==> src/rtl/conv_sequencer_pkg.sv <==
// Shared types and constants for the convolution sequencer.
// Holds the FSM state encoding, the pixel/weight data width and the
// width of the kernel weight index bus.
package conv_sequencer_pkg;

    localparam int DATA_W = 8;
    localparam int WIDX_W = 4;

    typedef enum logic [2:0] {
        IDLE   = 3'd0,
        CLEAR  = 3'd1,
        LOAD_W = 3'd2,
        STREAM = 3'd3,
        DRAIN  = 3'd4,
        DONE   = 3'd5
    } state_t;

endpackage

==> src/rtl/conv_sequencer_out_fifo.sv <==
// seq_out_fifo: synchronous result buffer, DEPTH entries of WIDTH bits.
// Ports: push/push_data write, pop reads head; head is zero while empty;
// count is the current occupancy. Push is refused only when full with no pop.
module seq_out_fifo #(
    parameter int DEPTH = 4,
    parameter int WIDTH = 8
) (
    input  logic                       clock,
    input  logic                       reset,
    input  logic                       push,
    input  logic [WIDTH-1:0]           push_data,
    input  logic                       pop,
    output logic [WIDTH-1:0]           head,
    output logic                       empty,
    output logic [$clog2(DEPTH+1)-1:0] count
);

    localparam int AW = (DEPTH > 1) ? $clog2(DEPTH) : 1;
    localparam int CW = $clog2(DEPTH + 1);

    logic [WIDTH-1:0] mem [DEPTH];
    logic [AW-1:0]    wr_ptr;
    logic [AW-1:0]    rd_ptr;
    logic             full;
    logic             do_push;
    logic             do_pop;

    function automatic logic [AW-1:0] ptr_inc(input logic [AW-1:0] p);
        return (p == AW'(DEPTH - 1)) ? '0 : p + AW'(1);
    endfunction

    assign empty   = (count == '0);
    assign full    = (count == CW'(DEPTH));
    assign do_pop  = pop && !empty;
    // A full FIFO may still accept a write when the head leaves in the same cycle.
    assign do_push = push && (!full || do_pop);
    assign head    = empty ? '0 : mem[rd_ptr];

    always_ff @(posedge clock or negedge reset) begin
        if (!reset) begin
            wr_ptr <= '0;
            rd_ptr <= '0;
            count  <= '0;
        end else begin
            if (do_push) wr_ptr <= ptr_inc(wr_ptr);
            if (do_pop)  rd_ptr <= ptr_inc(rd_ptr);
            case ({do_push, do_pop})
                2'b10:   count <= count + CW'(1);
                2'b01:   count <= count - CW'(1);
                default: count <= count;
            endcase
        end
    end

    // Storage needs no reset: stale entries are never visible while count is zero.
    always_ff @(posedge clock) begin
        if (do_push) mem[wr_ptr] <= push_data;
    end

endmodule

==> src/rtl/conv_sequencer.sv <==
// conv_sequencer: sequences one frame through an external KxK convolution kernel.
// Ports: start/busy/done frame control; w_* weight stream; pix_* pixel stream;
// k_* kernel control (clear, weight load, pixel strobe, result in); out_* result stream.
module conv_sequencer
    import conv_sequencer_pkg::*;
#(
    parameter int IMG_W  = 8,
    parameter int IMG_H  = 8,
    parameter int K      = 3,
    parameter int KLAT   = 2,
    parameter int FIFO_D = 4
) (
    input  logic              clock,
    input  logic              reset,
    input  logic              start,
    output logic              busy,
    output logic              done,
    input  logic              w_valid,
    output logic              w_ready,
    input  logic [DATA_W-1:0] w_data,
    input  logic              pix_valid,
    output logic              pix_ready,
    input  logic [DATA_W-1:0] pix_data,
    output logic              k_clear,
    output logic              k_weight_we,
    output logic [WIDX_W-1:0] k_weight_idx,
    output logic [DATA_W-1:0] k_weight,
    output logic              k_pixel_en,
    output logic [DATA_W-1:0] k_pixel,
    input  logic [DATA_W-1:0] k_dout,
    output logic              out_valid,
    input  logic              out_ready,
    output logic [DATA_W-1:0] out_data
);

    localparam int COL_W  = (IMG_W > 1) ? $clog2(IMG_W) : 1;
    localparam int ROW_W  = (IMG_H > 1) ? $clog2(IMG_H) : 1;
    localparam int FCNT_W = $clog2(FIFO_D + 1);
    localparam int OCC_W  = $clog2(FIFO_D + KLAT + 1);
    localparam int NW     = K * K;

    state_t              state;
    state_t              state_nxt;
    logic [WIDX_W-1:0]   w_idx;
    logic [COL_W-1:0]    col;
    logic [ROW_W-1:0]    row;
    logic [KLAT-1:0]     tag_sr;
    logic [FCNT_W-1:0]   fifo_count;
    logic                fifo_empty;
    logic [DATA_W-1:0]   fifo_head;
    logic [OCC_W-1:0]    occupancy;
    logic                w_hs;
    logic                pix_hs;
    logic                last_w;
    logic                last_col;
    logic                last_row;
    logic                last_pix;
    logic                window;
    logic                out_pop;

    assign last_w   = (w_idx == WIDX_W'(NW - 1));
    assign last_col = (col == COL_W'(IMG_W - 1));
    assign last_row = (row == ROW_W'(IMG_H - 1));
    assign last_pix = last_col && last_row;
    assign window   = (row >= ROW_W'(K - 1)) && (col >= COL_W'(K - 1));

    // Buffer slots already promised: stored results plus results still
    // travelling through the kernel. Admitting a pixel only while this is
    // below the depth guarantees every tag finds a free slot on exit.
    always_comb begin
        occupancy = OCC_W'(fifo_count);
        for (int i = 0; i < KLAT; i++) begin
            occupancy = occupancy + OCC_W'(tag_sr[i]);
        end
    end

    always_ff @(posedge clock or negedge reset) begin
        if (!reset) state <= IDLE;
        else        state <= state_nxt;
    end

    always_comb begin
        state_nxt = state;
        busy      = (state != IDLE);
        done      = 1'b0;
        k_clear   = 1'b0;
        w_ready   = 1'b0;
        pix_ready = 1'b0;
        case (state)
            IDLE: begin
                if (start) state_nxt = CLEAR;
            end
            CLEAR: begin
                k_clear   = 1'b1;
                state_nxt = LOAD_W;
            end
            LOAD_W: begin
                w_ready = 1'b1;
                if (w_valid && last_w) state_nxt = STREAM;
            end
            STREAM: begin
                pix_ready = (occupancy < OCC_W'(FIFO_D));
                if (pix_valid && pix_ready && last_pix) state_nxt = DRAIN;
            end
            DRAIN: begin
                if ((tag_sr == '0) && fifo_empty) state_nxt = DONE;
            end
            DONE: begin
                done      = 1'b1;
                state_nxt = IDLE;
            end
            default: state_nxt = IDLE;
        endcase
    end

    assign w_hs   = w_valid && w_ready;
    assign pix_hs = pix_valid && pix_ready;

    // Data outputs are gated by their strobes so nothing toggles while idle
    // or held in reset.
    assign k_weight_we  = w_hs;
    assign k_weight_idx = w_hs ? w_idx : '0;
    assign k_weight     = w_hs ? w_data : '0;
    assign k_pixel_en   = pix_hs;
    assign k_pixel      = pix_hs ? pix_data : '0;

    always_ff @(posedge clock or negedge reset) begin
        if (!reset) begin
            w_idx <= '0;
            col   <= '0;
            row   <= '0;
        end else if (state == CLEAR) begin
            w_idx <= '0;
            col   <= '0;
            row   <= '0;
        end else begin
            if (w_hs) w_idx <= w_idx + WIDX_W'(1);
            if (pix_hs) begin
                if (last_col) begin
                    col <= '0;
                    row <= last_row ? '0 : row + ROW_W'(1);
                end else begin
                    col <= col + COL_W'(1);
                end
            end
        end
    end

    // Tag pipeline mirrors the kernel latency: a set bit at the last stage
    // means k_dout holds the result of a window pixel this cycle.
    always_ff @(posedge clock or negedge reset) begin
        if (!reset) begin
            tag_sr <= '0;
        end else begin
            tag_sr[0] <= pix_hs && window;
            for (int i = 1; i < KLAT; i++) begin
                tag_sr[i] <= tag_sr[i-1];
            end
        end
    end

    assign out_valid = !fifo_empty;
    assign out_data  = fifo_head;
    assign out_pop   = out_valid && out_ready;

    seq_out_fifo #(
        .DEPTH (FIFO_D),
        .WIDTH (DATA_W)
    ) u_out_fifo (
        .clock     (clock),
        .reset     (reset),
        .push      (tag_sr[KLAT-1]),
        .push_data (k_dout),
        .pop       (out_pop),
        .head      (fifo_head),
        .empty     (fifo_empty),
        .count     (fifo_count)
    );

endmodule

==> config.mk <==
export PLATFORM = sky130hd
export DESIGN_NAME = conv_sequencer
export DESIGN_NICKNAME = d
export VERILOG_FILES = /design/src/rtl/conv_sequencer_pkg.sv /design/src/rtl/conv_sequencer_out_fifo.sv /design/src/rtl/conv_sequencer.sv
export SDC_FILE = /design/constraint.sdc
export NUM_CORES = 1
export LEC_CHECK = 0
export ABC_AREA = 1
export BUFFER_PORTS_ARGS = -buffer_cell sky130_fd_sc_hd__buf_2
export CAP_MARGIN = 20
export CORE_ASPECT_RATIO = 2
export CORE_MARGIN = 3
export CORE_UTILIZATION = 40
export CTS_CLUSTER_SIZE = 12
export DETAILED_ROUTE_END_ITERATION = 6
export RECOVER_POWER = 100
export SLEW_MARGIN = 20
export SYNTH_ARGS = -nofsm -noshare
export SYNTH_HDL_FRONTEND = slang
export SYNTH_SLANG_ARGS = --single-unit
==> constraint.sdc <==
create_clock -name clock -period 2.41 [get_ports clock]
set_input_delay 0.482 -clock clock [delete_from_list [all_inputs] [get_ports clock]]
set_output_delay 0.482 -clock clock [all_outputs]
set_load 0.01 [all_outputs]
==> results of run 1 <==
-- stage by stage --
step,cell area (µm²),total power (µW)
global placement,3210,2480
floorplan,2760,2060
detailed placement,3210,2500
global route,3390,3400
CTS,3360,3200
finish,3390,3170
-- final cells by class --
type | instances | area, µm² | share of cell area [%]
clock buffer | 6 | 129 | 3.80
clock inverter | 2 | 15.0 | 0.443
inverter | 50 | 189 | 5.57
multi-input combinational | 186 | 1030 | 30.5
sequential | 54 | 1510 | 44.6
tap | 88 | 110 | 3.25
timing repair buffer | 77 | 404 | 11.9
-- worst max-delay path, cell delays in order (launching register included) --
cell	delay (ns)
dfrtp_1	0.44
nor3_1	0.52
nand2_4	0.23
nor2_4	0.17
buf_2	0.15
-- flip-flops by register name, indices dropped and copies added (netlist names) --
signal	cells
state	3
u_out_fifo.wr_ptr	2
col	3
u_out_fifo.rd_ptr	2
row	3
u_out_fifo.mem	32
w_idx	4
u_out_fifo.count	3
tag_sr	2
-- power by group through the flow --
stage / Sequential [µW] / Combinational, µW / Clock (µW)
6_report: 1190 / 1290 / 686
2_1_floorplan: 1180 / 881 / 0
5_1_grt: 1200 / 1470 / 735
4_1_cts: 1190 / 1300 / 713
3_5_place_dp: 1210 / 1290 / 0
3_3_place_gp: 1210 / 1270 / 0
-- logic make-up after synthesis --
| kind of cell | count (synthesis) |
|---|---|
| DFF | 54 |
| AOI/OAI and AO/OA | 40 |
| buffers and inverters | 56 |
| adders and majority gates | 16 |
| xor gates and xnor gates | 2 |
| and+or+nand+nor | 127 |
-- Yosys cell counts (all sizes together) --
cell type / instances
o21a: 1
or2: 2
xor2: 1
inv: 48
dfrtp: 22
nand2: 35
a21oi: 11
a211oi: 1
a31oi: 3
nand3: 10
nand4: 5
fa: 1
clkbuf: 1
buf: 5
and3: 1
ha: 15
edfxtp: 32
a21boi: 1
xnor2: 1
clkinv: 2
nor2: 67
o21ai: 23
nor3: 7
-- per-layer routing --
metal	wire length, µm	part of all wire [%]	vias to the layer above	track usage (%)
met5	0	0	-	0
met2	3450	58	64	30.2
met1	2020	34	1041	13.2
met4	161	2.7	0	7.95
li1	-	-	1110	-
met3	292	4.9	12	3.18
-- how the worst min path moves through the flow --
stage,end,cells after the start,start
6_report,tag_sr[1],0,tag_sr[0]
5_1_grt,tag_sr[1],0,tag_sr[0]
4_1_cts,tag_sr[0],1,reset
3_5_place_dp,tag_sr[1],0,tag_sr[0]
3_3_place_gp,tag_sr[1],0,tag_sr[0]
2_1_floorplan,col[0],0,reset
-- what timing repair did --
item,in CTS,in global routing
hold buffers,0,0
gates resized for setup,0,3
setup endpoints to repair,0,9
setup buffers,0,5
==> impl_metrics.yaml, run 1 <==
timing:
  holdWs_ns: 0.408
  finalMaxSlewViolations: 0
  setup-tns-final_ns: 0
  period_needed_ns: 2.28
  finalSetupViolCount: 0
  timing.fmax_mhz: 438
  fin_ws_ns: 0.128
  slew_headroom_pct: 17.5
  tightestPinTransition_ns: 1.24
  skew_ns: 0.00451
  fin_crit_sh_pct: 94.7
  finalHoldViolations: 0
synthesis:
  ys_seq_area_share_pct: 54.8
  synth_fa_ha_area_share_pct: 7.52
  synth_compound_area_share_pct: 7.80
  synth_cell_type_count: 34
  synth_area_leaders: "edfxtp_1 (35%), dfrtp_1 (20%), nor2_1 (8.8%)"
  ys_ff_latch: 54
  ys_warn_count: 0
  syn-num-nets: 341
  synth_top_family_by_area: "simple AND/OR/NAND/NOR gates"
  synthSimpleGateAreaFrac_pct: 21.2
  yosysTopAreaCellShare_pct: 34.8
  syn-cell-area_um2: 2760
  synth_top_cell_by_area: "edfxtp_1"
  avgSynthCellArea_um2: 9.36
  synth_mux_area_share_pct: 0
  synthXorXnorAreaFrac_pct: 0.635
  synthCells: 295
placed_design:
  io_buffer_count: 65
  dp_cells: 449
  gp_congestion: 0.792
  hpwl_um: 4370
  pre_cts_ws_ns: 0.294
drt:
  post-route-drc-count: 0
  drt_iter0_markers: 77
  ant_nets: 0
  route.vias.total: 2227
  viasPerCell: 4.81
  wl_per_cell_um: 12.8
  drt_wl_total_um: 5920
  firstDrtPassIters: 4
power:
  swShare_pct: 38.3
  power.net_switching_uw: 1210
  pwr-share-clk_pct: 21.7
  vdd_drop_max_mv: 0.646
  pwr-share-seq_pct: 37.5
  pwr-share-comb_pct: 40.8
  power.density_nw_per_um2: 933
  internal_power_uw: 1950
  power_leakage_uw: 0.00164
floorplan:
  die_h_um: 123
  num_rows: 42
  boundaryPins: 66
  core_area_um2: 6670
  die_w_um: 64.7
  die_area_um2: 7990
  start_util_pct: 41.4
cts:
  cts_tree: "built"
  htreeDepth: 2
  cts_num_sinks: 54
  numCtsBuffers: 5
  worstSkewPairLatency_ns: 0.29
  cts_buffer_depth: 2
  root_buffer: "clkbuf_16"
  path_clk_slew_ns: 0.06
cells_and_area:
  layout_commonest_cell: "nor2_1"
  syn_to_final_growth_pct: 22.9
  antenna_cells: 0
  layout-drive-gt1-share_pct: 24.3
  nets: 420
  final_cells: 463
  most-common-layout-cells: "nor2_1 (65), buf_2 (56), inv_1 (46)"
  fillers: 668
  final_core_util_pct: 50.8
worst_setup_path:
  rr_worst_depth: 10
  worstPathRequired_ns: 1.93
  rr_endpoint: "u_out_fifo.count[2]"
  start_kind: "flop"
  crit_fanout: 15
  cp.arrival_ns: 1.80
  crit_type: "flop to output pin"
  r2r_start: "u_out_fifo.count[1]"
  endpoint: "k_weight_idx[0]"
  critPathLaunch: "state[0]"
  r2r_slack_ns: 0.29
  end_kind: "output pin"
global_route:
  grt_pass1_vias: 2068
  grt_overflow: 0
  grt_pass1_wl_um: 9090
  antenna_found_initial: 0
  grt_max_degree: 23
  grt_use_total_pct: 15.0
hold_path:
  holdCritPathClass: "flop to flop"
run:
  cap_violations: 0
run_status:
  status: "finished, final reports clean"
(Power assumes the default switching activity.)
==> run 2, diff against run 1 <==
--- a/config.mk
+++ b/config.mk
@@ -5,7 +5,6 @@
 export SDC_FILE = /design/constraint.sdc
 export NUM_CORES = 1
 export LEC_CHECK = 0
-export ABC_AREA = 1
 export BUFFER_PORTS_ARGS = -buffer_cell sky130_fd_sc_hd__buf_2
 export CAP_MARGIN = 20
 export CORE_ASPECT_RATIO = 2
==> impl_metrics.yaml, run 2 <==
floorplan:
  die_area_um2: 7850
  die_h_um: 122
  die_w_um: 64.2
  core_area_um2: 6410
  start_util_pct: 42.2
  boundaryPins: 66
  num_rows: 41
power:
  pwr-share-comb_pct: 39.4
  swShare_pct: 34.4
  internal_power_uw: 2370
  power.density_nw_per_um2: 1090
  vdd_drop_max_mv: 0.594
  pwr-share-seq_pct: 38.8
  power_leakage_uw: 0.00136
  power.net_switching_uw: 1240
  pwr-share-clk_pct: 21.8
synthesis:
  ys_seq_area_share_pct: 55.8
  yosysTopAreaCellShare_pct: 35.5
  ys_warn_count: 0
  synthXorXnorAreaFrac_pct: 1.62
  synth_fa_ha_area_share_pct: 7.67
  ys.flop_type: "edfxtp_1"
  synth_top_family_by_area: "simple AND/OR/NAND/NOR gates"
  synthSimpleGateAreaFrac_pct: 16.0
  syn-num-nets: 252
  synth_common_cells: "and2_1 (33), edfxtp_1 (32), dfrtp_1 (22), ha_1 (15), inv_1 (13)"
  synth_mux_area_share_pct: 8.55
  ys_ff_latch: 54
  synth_cell_type_count: 43
  avgSynthCellArea_um2: 13.1
  synth_top_cell_by_area: "edfxtp_1"
  synth_area_leaders: "edfxtp_1 (35%), dfrtp_1 (20%), and2_1 (7.6%)"
  synth_most_common_cell: "and2_1"
  synth-async-reset-ratio_pct: 40.7
  syn-cell-area_um2: 2710
  synth_compound_area_share_pct: 6.38
  synth_edf_count: 32
  synthCells: 206
cells_and_area:
  largestRegisters: "u_out_fifo.mem x32, w_idx x4"
  syn_to_final_growth_pct: 22.0
  most-common-layout-cells: "clkbuf_1 (36), edfxtp_1 (32), buf_2 (27)"
  layout_commonest_cell: "clkbuf_1"
  layout-drive-gt1-share_pct: 22.7
  multi_input_area_um2: 1140
  top_register: "u_out_fifo.mem"
  ff_latch_area_um2: 1510
  fillers: 609
  final_core_util_pct: 51.5
  nets: 322
  antenna_cells: 0
  largest_reg_flops: 32
worst_setup_path:
  start_kind: "flop"
  crit_chain: "ha_4 > a21o_4 > a221oi_4 > and2_1 > buf_2"
  r2r_start: "u_out_fifo.count[0]"
  cp.arrival_ns: 1.82
  slowest_delay_ns: 0.41
  rr_endpoint: "u_out_fifo.count[2]"
  crit_fanout: 5
  worstPathRequired_ns: 1.93
  crit_type: "flop to output pin"
  rr_worst_depth: 9
  end_kind: "output pin"
  r2r_slack_ns: 0.13
  slowest_stage: "dfrtp_1"
drt:
  drt_iter0_markers: 45
  route.vias.total: 1804
  drt_wl_total_um: 5190
  wl_per_cell_um: 14.3
  post-route-drc-count: 0
  ant_nets: 0
  viasPerCell: 4.97
  firstDrtPassIters: 4
cts:
  root_buffer: "clkbuf_16"
  cts_tree: "built"
  worstSkewPairLatency_ns: 0.28
  path_clk_slew_ns: 0.07
  cts_buffer_depth: 2
  htreeDepth: 2
  numCtsBuffers: 5
  cts_num_sinks: 54
timing:
  grt_setup_unrepaired: "false"
  fin_crit_sh_pct: 95.4
  tightestPinTransition_ns: 1.25
  slew_headroom_pct: 16.9
  period_needed_ns: 2.30
  finalSetupViolCount: 0
  setup-tns-final_ns: 0
  finalMaxSlewViolations: 0
  finalHoldViolations: 0
  timing.fmax_mhz: 435
  skew_ns: 0.00308
global_route:
  antenna_found_initial: 0
  grt_use_total_pct: 14.2
  grt_pass1_wl_um: 8630
  grt_max_degree: 23
  grt_pass1_vias: 1828
  grt_overflow: 0
hold_path:
  holdCritPathClass: "primary input to asynchronous set/reset pin"
placed_design:
  hpwl_um: 3960
  io_buffer_count: 65
  gp_congestion: 0.807
run_status:
  status: "finished, final reports clean"
run:
  cap_violations: 0
run 2: stage by stage:
| stage | hold slack (ns) | std cells | setup WS [ns] | area, µm² | power, µW |
|---|---|---|---|---|---|
| 2_1_floorplan | 0.186 | 206 | 0.314 | 2710 | 2370 |
| 3_3_place_gp | 0.458 | 352 | 0.252 | 3130 | 2800 |
| 3_5_place_dp | 0.449 | 352 | 0.218 | 3130 | 2820 |
| 4_1_cts | 0.186 | 363 | 0.0603 | 3340 | 3680 |
| 5_1_grt | 0.480 | 363 | 0.0194 | 3300 | 3900 |
| 6_report | 0.446 | 363 | 0.110 | 3300 | 3610 |
run 2: worst max path at each step:
stage / start / end / slack [ns] / cells past startpoint
floorplan: u_out_fifo.count[0] / k_pixel[2] / 0.31 / 5
global placement: out_ready / u_out_fifo.count[2] / 0.25 / 9
detailed placement: out_ready / u_out_fifo.count[2] / 0.22 / 9
CTS: u_out_fifo.count[0] / k_pixel[1] / 0.06 / 5
global route: u_out_fifo.count[0] / out_data[3] / 0.02 / 5
finish: u_out_fifo.count[0] / k_pixel[1] / 0.11 / 5
run 2: per-layer routing:
layer  GRT usage (%)  part of all wire, %
met4            5.56                  2.6
met2            27.9                   59
met1            13.9                   33
met5               0                    0
met3            2.93                  5.0
run 2: critical path, delay by kind of cell, from the launching register on:
family | cells | cell delay [ns]
simple gates | 1 | 0.18
flops | 1 | 0.41
fa+ha+maj | 1 | 0.27
compound gates | 2 | 0.55
buf+inv | 1 | 0.13
run 2: kinds of logic after synthesis:
logic type / after synthesis
AND/OR/NAND/NOR: 74
buffers and inverters: 24
XOR/XNOR: 5
adder cells (fa/ha/maj): 16
flip-flops: 54
AO/OA/AOI/OAI: 20
multiplexers: 13
run 2: power groups by stage:
stage	Combinational [µW]	Sequential, µW	Clock, µW
floorplan	1050	1330	0
global placement	1380	1420	0
detailed placement	1400	1420	0
CTS	1470	1400	807
global route	1620	1440	839
finish	1420	1400	788
run 2: what timing repair did:
action / 4_1_cts / 5_1_grt
gates resized for setup: 2 / 4
endpoints found under the hold margin: 0 / 0
cloned: 1 / 0
endpoints found under the setup margin: 8 / 4
buffers inserted: 2 / 0
hold buffers: 0 / 0
pin swaps: 1 / 1
run 2: layout make-up:
class / instances / area share (%)
sequential: 54 / 45.8
inverter: 14 / 1.59
timing repair buffer: 72 / 9.88
multi-input combinational: 129 / 34.5
tap: 86 / 3.26
clock inverter: 2 / 1.14
clock buffer: 6 / 3.90
==> run 3, diff against run 2 <==
--- a/config.mk
+++ b/config.mk
@@ -5,13 +5,15 @@
 export SDC_FILE = /design/constraint.sdc
 export NUM_CORES = 1
 export LEC_CHECK = 0
+export ABC_AREA = 0
 export BUFFER_PORTS_ARGS = -buffer_cell sky130_fd_sc_hd__buf_2
 export CAP_MARGIN = 20
 export CORE_ASPECT_RATIO = 2
 export CORE_MARGIN = 3
-export CORE_UTILIZATION = 40
+export CORE_UTILIZATION = 53
 export CTS_CLUSTER_SIZE = 12
 export DETAILED_ROUTE_END_ITERATION = 6
+export PLACE_DENSITY = 0.79
 export RECOVER_POWER = 100
 export SLEW_MARGIN = 20
 export SYNTH_ARGS = -nofsm -noshare
==> impl_metrics.yaml, run 3 (same netlist as run 2, synthesis figures left out) <==
worst_setup_path:
  endpoint: "k_pixel[5]"
  r2r_slack_ns: 0.22
  rr_endpoint: "u_out_fifo.count[2]"
  rr_worst_depth: 9
  worstPathRequired_ns: 1.93
  r2r_start: "u_out_fifo.count[0]"
  crit_type: "flop to output pin"
  crit_fanout: 6
  start_kind: "flop"
  critPathLaunch: "tag_sr[1]"
  cp.arrival_ns: 1.93
  end_kind: "output pin"
floorplan:
  die_area_um2: 6050
  num_rows: 36
  start_util_pct: 55.1
  die_h_um: 107
  die_w_um: 56.5
  boundaryPins: 66
  core_area_um2: 4910
global_route:
  grt_use_total_pct: 17.6
  grt_pass1_wl_um: 8230
  grt_pass1_vias: 1882
  antenna_found_initial: 0
  grt.busiest_layer: "met2"
  grt_overflow: 0
  grtUsageMet1_pct: 16.7
  grt_max_degree: 23
  grtUsageMet3_pct: 2.77
  grtUsageMet2_pct: 35.8
timing:
  fin_crit_sh_pct: 100
  skew_ns: 0.00554
  finalHoldViolations: 0
  fin_ws_ns: -0.000155
  finalMaxSlewViolations: 0
  period_needed_ns: 2.41
  grt_setup_unrepaired: "true"
  finalSetupViolCount: 1
  tightestPinTransition_ns: 1.17
  timing.fmax_mhz: 415
  slew_headroom_pct: 21.7
power:
  design_power_total_uw: 3500
  vdd_drop_max_mv: 0.834
  power_leakage_uw: 0.00147
  power.density_nw_per_um2: 1050
cts:
  htreeDepth: 2
  cts_num_sinks: 54
  cts_tree: "built"
  numCtsBuffers: 5
  cts_hold_buf: 0
  cts_buffer_depth: 2
  path_clk_slew_ns: 0.09
  worstSkewPairLatency_ns: 0.30
  root_buffer: "clkbuf_8"
placed_design:
  pre_cts_ws_ns: 0.188
  hpwl_um: 3900
  gp_congestion: 0.747
  io_buffer_count: 65
cells_and_area:
  most-common-layout-cells: "buf_2 (48), edfxtp_1 (32), and2_1 (25)"
  largestRegisters: "u_out_fifo.mem x32, w_idx x4"
  largest_reg_flops: 32
  final_core_util_pct: 67.9
  layout-drive-gt1-share_pct: 35.2
  nets: 326
  top_register: "u_out_fifo.mem"
  syn_to_final_growth_pct: 23.2
  layout_commonest_cell: "buf_2"
  antenna_cells: 0
drt:
  viasPerCell: 5.34
  drt_wl_total_um: 5150
  firstDrtPassIters: 4
  drt_iter0_markers: 15
  wl_per_cell_um: 15.2
  post-route-drc-count: 0
  ant_nets: 0
  route.vias.total: 1805
run:
  cap_violations: 0
run_status:
  violations: "setup timing"
  status: "finished, violations left"
hold_path:
  holdCritPathClass: "primary input to asynchronous set/reset pin"
-- run 3: cell types whose count changed in the layout (fill, tap and decap cells not counted), moves of 2 or more --
cell / delta
clkbuf_1: -24
buf_2: +21
buf_6: +10
and2_0: -9
and2_4: +8
clkbuf_2: -6
buf_4: +5
clkbuf_16: -5
clkbuf_8: +5
nand3_2: +2
-- run 3: worst max-delay path: stages (launching register included) --
cell      delay [ns]
dfrtp_1         0.43
ha_4            0.26
a21o_4          0.23
a221oi_4        0.30
buf_6           0.17
and2_4          0.14
buf_6           0.09
-- run 3: how the worst min path moves through the flow --
stage,endpoint,slack [ns]
detailed placement,row[1],0.47
finish,row[2],0.39
floorplan,col[0],0.19
global route,u_out_fifo.mem[1][3],0.45
CTS,row[1],0.14
global placement,tag_sr[1],0.45
-- run 3: area by class of cell --
class	instances	area, µm²
fillers	357	1570
flip-flops and latches	54	1510
multi-input cells	128	1140
repair buffers	77	454
clock buffers	6	72.6
well taps	57	71.3
inverters	14	52.6
clock inverters	2	37.5
-- run 3: what timing repair did --
item	4_1_cts	5_1_grt
buffers inserted	2	4
cloned	0	1
endpoints found under the setup margin	9	8
gates resized for setup	1	19
pin swaps	1	11
hold endpoints to repair	0	0
-- run 3: metrics by stage --
stage               cell area, µm²   TNS [ns]  hold WS (ns)  cells
detailed placement            3090          0         0.466    323
CTS                           3220          0         0.136    333
global placement              3090          0         0.449    323
global route                  3340     -0.483         0.448    338
floorplan                     2710          0         0.186    206
finish                        3340  -0.000155         0.393    338
-- run 3: metal layers --
metal,wire (µm),vias to the layer above
met1,1770,859
met2,3030,63
met3,244,9
met5,0,-
met4,104,0
li1,-,874
-- run 3: where the power goes --
group          internal (µW)  leakage [µW]  switching, µW
Combinational            782      0.000869            719
Sequential              1190      0.000554            229
Clock                    310     0.0000514            275
Total                   2280       0.00147           1220
